### src/rtl/div_sequencer.sv
// Operand feeder/result collector for a 32-cycle restoring divider; result valid 36 cycles after accept (2 for divide-by-zero).
// Backpressure: in_ready drops while the 2-entry operand buffer is full; a result waits in DONE until out_ready.
module div_sequencer #(
    parameter int DEPTH = 2,
    parameter int WIDTH = 32
) (
    input  logic             clock,
    input  logic             reset_n,
    input  logic             in_valid,
    output logic             in_ready,
    input  logic [WIDTH-1:0] in_a,
    input  logic [WIDTH-1:0] in_b,
    output logic             div_start,
    output logic [WIDTH-1:0] div_a,
    output logic [WIDTH-1:0] div_b,
    input  logic [WIDTH-1:0] div_q,
    input  logic [WIDTH-1:0] div_r,
    output logic             out_valid,
    input  logic             out_ready,
    output logic [WIDTH-1:0] out_q,
    output logic [WIDTH-1:0] out_r,
    output logic             out_dbz,
    output logic             busy
);

    localparam int PW   = $clog2(DEPTH);
    localparam int CW   = $clog2(DEPTH + 1);
    localparam int CNTW = $clog2(WIDTH);

    typedef enum logic [2:0] {
        S_IDLE,
        S_START,
        S_RUN,
        S_CAPT,
        S_DONE
    } state_t;

    state_t            r_state;
    state_t            w_state_nxt;

    logic [WIDTH-1:0]  r_mem_a [DEPTH];
    logic [WIDTH-1:0]  r_mem_b [DEPTH];
    logic [PW-1:0]     r_wr_ptr;
    logic [PW-1:0]     r_rd_ptr;
    logic [CW-1:0]     r_count;

    logic [WIDTH-1:0]  r_op_a;
    logic [WIDTH-1:0]  r_op_b;
    logic [CNTW-1:0]   r_cnt;
    logic [WIDTH-1:0]  r_out_q;
    logic [WIDTH-1:0]  r_out_r;
    logic              r_out_dbz;

    logic              w_push;
    logic              w_pop;
    logic              w_load_dbz;
    logic              w_load_div;
    logic [WIDTH-1:0]  w_head_a;
    logic [WIDTH-1:0]  w_head_b;

    assign in_ready  = (r_count < CW'(DEPTH));
    assign w_push    = in_valid & in_ready;
    assign w_head_a  = r_mem_a[r_rd_ptr];
    assign w_head_b  = r_mem_b[r_rd_ptr];

    assign div_start = (r_state == S_START);
    assign div_a     = r_op_a;
    assign div_b     = r_op_b;
    assign out_valid = (r_state == S_DONE);
    assign out_q     = r_out_q;
    assign out_r     = r_out_r;
    assign out_dbz   = r_out_dbz;
    assign busy      = (r_state != S_IDLE) || (r_count != '0);

    always_ff @(posedge clock or negedge reset_n) begin
        if (!reset_n) begin
            r_state <= S_IDLE;
        end else begin
            r_state <= w_state_nxt;
        end
    end

    always_comb begin
        w_state_nxt = r_state;
        w_pop       = 1'b0;
        w_load_dbz  = 1'b0;
        w_load_div  = 1'b0;
        case (r_state)
            S_IDLE: begin
                if (r_count != '0) begin
                    w_pop = 1'b1;
                    if (w_head_b == '0) begin
                        w_load_dbz  = 1'b1;
                        w_state_nxt = S_DONE;
                    end else begin
                        w_state_nxt = S_START;
                    end
                end
            end
            S_START: w_state_nxt = S_RUN;
            S_RUN: begin
                if (r_cnt == CNTW'(WIDTH - 1)) begin
                    w_state_nxt = S_CAPT;
                end
            end
            S_CAPT: begin
                w_load_div  = 1'b1;
                w_state_nxt = S_DONE;
            end
            S_DONE: begin
                if (out_ready) begin
                    w_state_nxt = S_IDLE;
                end
            end
            default: w_state_nxt = S_IDLE;
        endcase
    end

    // Pointers wrap naturally because the buffer depth is a power of two.
    always_ff @(posedge clock or negedge reset_n) begin
        if (!reset_n) begin
            for (int i = 0; i < DEPTH; i++) begin
                r_mem_a[i] <= '0;
                r_mem_b[i] <= '0;
            end
            r_wr_ptr <= '0;
            r_rd_ptr <= '0;
            r_count  <= '0;
        end else begin
            if (w_push) begin
                r_mem_a[r_wr_ptr] <= in_a;
                r_mem_b[r_wr_ptr] <= in_b;
                r_wr_ptr          <= r_wr_ptr + 1'b1;
            end
            if (w_pop) begin
                r_rd_ptr <= r_rd_ptr + 1'b1;
            end
            case ({w_push, w_pop})
                2'b10:   r_count <= r_count + 1'b1;
                2'b01:   r_count <= r_count - 1'b1;
                default: r_count <= r_count;
            endcase
        end
    end

    // Divider operands stay frozen from pop until the next pop.
    always_ff @(posedge clock or negedge reset_n) begin
        if (!reset_n) begin
            r_op_a <= '0;
            r_op_b <= '0;
            r_cnt  <= '0;
        end else begin
            if (w_pop) begin
                r_op_a <= w_head_a;
                r_op_b <= w_head_b;
            end
            if (r_state == S_START) begin
                r_cnt <= '0;
            end else if (r_state == S_RUN) begin
                r_cnt <= r_cnt + 1'b1;
            end
        end
    end

    always_ff @(posedge clock or negedge reset_n) begin
        if (!reset_n) begin
            r_out_q   <= '0;
            r_out_r   <= '0;
            r_out_dbz <= 1'b0;
        end else if (w_load_dbz) begin
            r_out_q   <= '1;
            r_out_r   <= w_head_a;
            r_out_dbz <= 1'b1;
        end else if (w_load_div) begin
            r_out_q   <= div_q;
            r_out_r   <= div_r;
            r_out_dbz <= 1'b0;
        end
    end

endmodule

### config.mk
export PLATFORM = sky130hd
export DESIGN_NAME = div_sequencer
export DESIGN_NICKNAME = d
export VERILOG_FILES = /design/src/rtl/div_sequencer.sv
export SDC_FILE = /design/constraint.sdc
export NUM_CORES = 1
export LEC_CHECK = 0
export CAP_MARGIN = 5
export CORE_MARGIN = 2
export CORE_UTILIZATION = 45
export CTS_BUF_LIST = sky130_fd_sc_hd__clkbuf_4 sky130_fd_sc_hd__clkbuf_8
export CTS_CLUSTER_DIAMETER = 100
export DETAILED_ROUTE_END_ITERATION = 8
export MAX_ROUTING_LAYER = met4
export PLACE_DENSITY = 0.73
export SYNTH_ARGS = -nofsm -noshare
export SYNTH_HDL_FRONTEND = slang
export SYNTH_SLANG_ARGS = --single-unit
### constraint.sdc
create_clock -name clock -period 3.3 [get_ports clock]
set_clock_uncertainty 0.05 [all_clocks]
set_input_delay 0.33 -clock clock [delete_from_list [all_inputs] [get_ports clock]]
set_output_delay 0.33 -clock clock [all_outputs]
set_load 0.03 [all_outputs]
==> summary.txt <==
Status
  • Status: finished clean

Hold path
  • WHS Path Cells: 3
  • Min-Delay Endpoint: out_q[30]
  • Hold path startpoint: div_q[30]
  • Type of the tightest min-delay check: primary input to register

Pwr
  • Combinational share of power: 0.462
  • Seq pwr share: 0.355
  • Psw: between 6 and 7 mW
  • Internal Power: 10.6 mW
  • Clk network pwr share: 0.183
  • Worst vdd ir: between 500 and 600 uV
  • Cell leakage power: 6.86 nW
  • Sw Ratio: 0.384
  • PD cells: between 1000 and 1500 mW/mm^2
  • Pwr Total: 17.2 mW

Timing
  • Worst-margin pin slew: around 940 ps
  • Fmax achieved: between 300 and 400 MHz
  • RSZ-0062 raised after global routing: false
  • Setup TNS: 0 ps
  • WHS: 294 ps
  • Tcrit/Tclk final: 0.876
  • Post-route worst setup slack: roughly 410 ps
  • Minimum clock period after layout: 2890 ps
  • Final setup viols: 0
  • Worst relative slew slack: 0.375
  • Pins Over Slew Limit: 0
  • Final Hold Vio Count: 0

Worst setup path
  • Largest stage delay, worst path: 770 ps
  • Worst R2R Setup Slack: 710 ps
  • Critical R2R Launch: r_mem_b[20]
  • CP Data Arrival Time: 2510 ps
  • CP required: 2920 ps
  • Reg2Reg Depth: 5
  • Largest fanout on the critical path: 17
  • R2R Path End: out_r[1]
  • Critical path's slowest cell: clkdlybuf4s50_1
  • Family with the most delay on the worst path: buffers and inverters
  • Startpoint types: register
  • Crit Path Category: register to primary output
  • Worst path bufs/invs: 2
  • Critical-path cell list: buf_4 > nor3b_1 > clkdlybuf4s50_1
  • Worst setup EP type: primary output

Route
  • Antenna-violating nets left: 0
  • Drt pass-1 iters: 4
  • Post-route DRC: 0
  • Via-to-Cell Ratio: 5.17
  • Drt total wl: 28,000 um
  • 1st-iter DRT viols: 488
  • Vias: 7,766
  • Post-DR wirelength/cell: 18.6 um

Yosys
  • Sequential area share after synthesis: 0.599
  • Syn_area_per_cell: between 10 and 15 um^2
  • Top_reg_cell synth: dfrtp_1
  • Seq cells post-synth: 269
  • Syn Std Cell Area: 0.0112 mm^2
  • Syn nets: 1,005
  • Synth cell types: 39
  • Yosys Warn Count: 0
  • Syn Inst Count: between 800 and 900
  • Post-synthesis async set-or-reset flop share: 1.00
  • EDFF count, synth: 0

Global routing
  • M1 GR Usage: 0.290
  • Vias in the first global route: 7,942
  • Pin count of the biggest net entering global routing: 79
  • Met2 usage: 0.349
  • Busiest grt layer: met2
  • Met3 usage: 0.0421
  • Global-route wire length before repair: 43,800 um
  • Gr ovfl total: 0
  • Total track usage: 0.219
  • Initial antenna violation count: 1

Floorplanning
  • I/O pins: around 270
  • Initial Utilization: 0.461
  • Die Y: 162 um
  • Core Footprint: approximately 0.024 mm^2
  • Die Wd: 162 um
  • DIE AREA: approximately 0.026 mm^2
  • Site row count: 57

Finish
  • Final #Nets: 1,279
  • Non-Filler Instances: 1,503
  • Number of fillers in the final layout: 1,929
  • Register Area: 0.00674 mm^2
  • Layout cells sized above 1: 0.231
  • Most common cell after layout, fill and taps aside: dfrtp_1
  • Area of the multi-input gates: 0.00427 mm^2
  • Layout area overhead: 35.8%
  • Commonest cells after routing, fill and taps aside: dfrtp_1, clkdlybuf4s50_1, mux2_2

CTS
  • Clock transition at path regs: 60 ps
  • Postcts setup bufs: 0
  • Number of buffers created by CTS: 45
  • Deepest clock path buffer count: 3
  • TritonCTS clock tree: done
  • Clock Latency Late Sink: roughly 550 ps
  • CTS Root Cell: clkbuf_8
  • H-tree depth: 2
  • Clock sink count: 269

Place
  • Placed insts: around 1,400
  • DP Wirelength: ~19,000 um
  • Placement Setup Slack: approximately 740 ps
  • PortBufs: 264
  • Placer Congestion: 0.800

Job
  • Number of max-cap violations: 0
sequential cells by signal, summed over array words and instances (netlist names):
name and count:
out_r 32, r_count 2, out_dbz 1, r_cnt 5, r_rd_ptr 1, r_mem_b 64, div_a 32, r_state 3
out_q 32, r_wr_ptr 1, r_mem_a 64, div_b 32
worst min-delay path: cells and delay by family:
kind / cells / cell delay, ps
simple gates: 2 / 120
buf+inv: 1 / 400
per-layer routing:
layer  part of all wire  vias to the layer above
met1               0.44                     3856
met5                  0                        -
li1                   -                     3668
met3              0.058                       32
met2               0.49                      210
met4              0.014                        0
repair_timing:
action	in CTS	in global routing
hold buffers	1	0
gates resized for setup	0	0
endpoints found under the hold margin	63	0
cells in the mapped netlist, types with 11 or more instances:
cell type,number,area share
a21oi_1,49,0.022
a221o_1,15,0.013
and3_1,16,0.0089
buf_2,18,0.0080
clkbuf_1,27,0.0090
dfrtp_1,269,0.60
mux2_2,161,0.16
mux2i_1,83,0.074
nand2_1,71,0.024
nand3_1,35,0.016
nor2_1,56,0.019
nor4_1,11,0.0061
power by group through the flow:
stage	Sequential [mW]	Clock, mW	Combinational (mW)
2_1_floorplan	7.38	0	3.75
3_3_place_gp	6.12	0	7.86
3_5_place_dp	6.16	0	8.01
4_1_cts	6.12	3.22	8.04
5_1_grt	6.35	3.38	8.50
6_report	6.11	3.14	7.94
per-stage QoR:
step / cell area [um^2] / util
finish: 15300 / 0.626
global route: 15300 / 0.626
CTS: 15300 / 0.626
detailed placement: 14300 / 0.585
global placement: 14300 / 0.585
floorplan: 11200 / -
layout make-up:
class                           instances  share of cell area
Antenna cell                            1            0.000164
Multi-Input combinational cell        541               0.280
Timing Repair Buffer                  284               0.187
Sequential cell                       269               0.441
Clock inverter                          4             0.00328
Tap cell                              324              0.0266
Clock buffer                           77              0.0612
Inverter                                3            0.000738
worst max path at each step:
stage / cells past startpoint / end / start / slack, ps
after global routing: 4 / div_start / r_state[0] / 180
after detailed placement: 5 / out_r[1] / r_mem_b[19] / 740
final: 3 / out_valid / r_state[0] / 410
after global placement: 4 / out_r[1] / r_rd_ptr / 810
after floorplan: 9 / r_count[1] / r_state[2] / 1070
after CTS: 4 / div_start / r_state[0] / 390
kinds of logic after synthesis:
logic type               after synthesis  share of synthesized area
AND/OR/NAND/NOR                      207                     0.0840
AO/OA/AOI/OAI                         80                     0.0488
XOR/XNOR                               6                    0.00468
flip-flops                           269                      0.599
adder cells (fa/ha/maj)                3                    0.00334
multiplexers                         245                      0.236
buffers and inverters                 60                     0.0237
(Power assumes the default switching activity.)
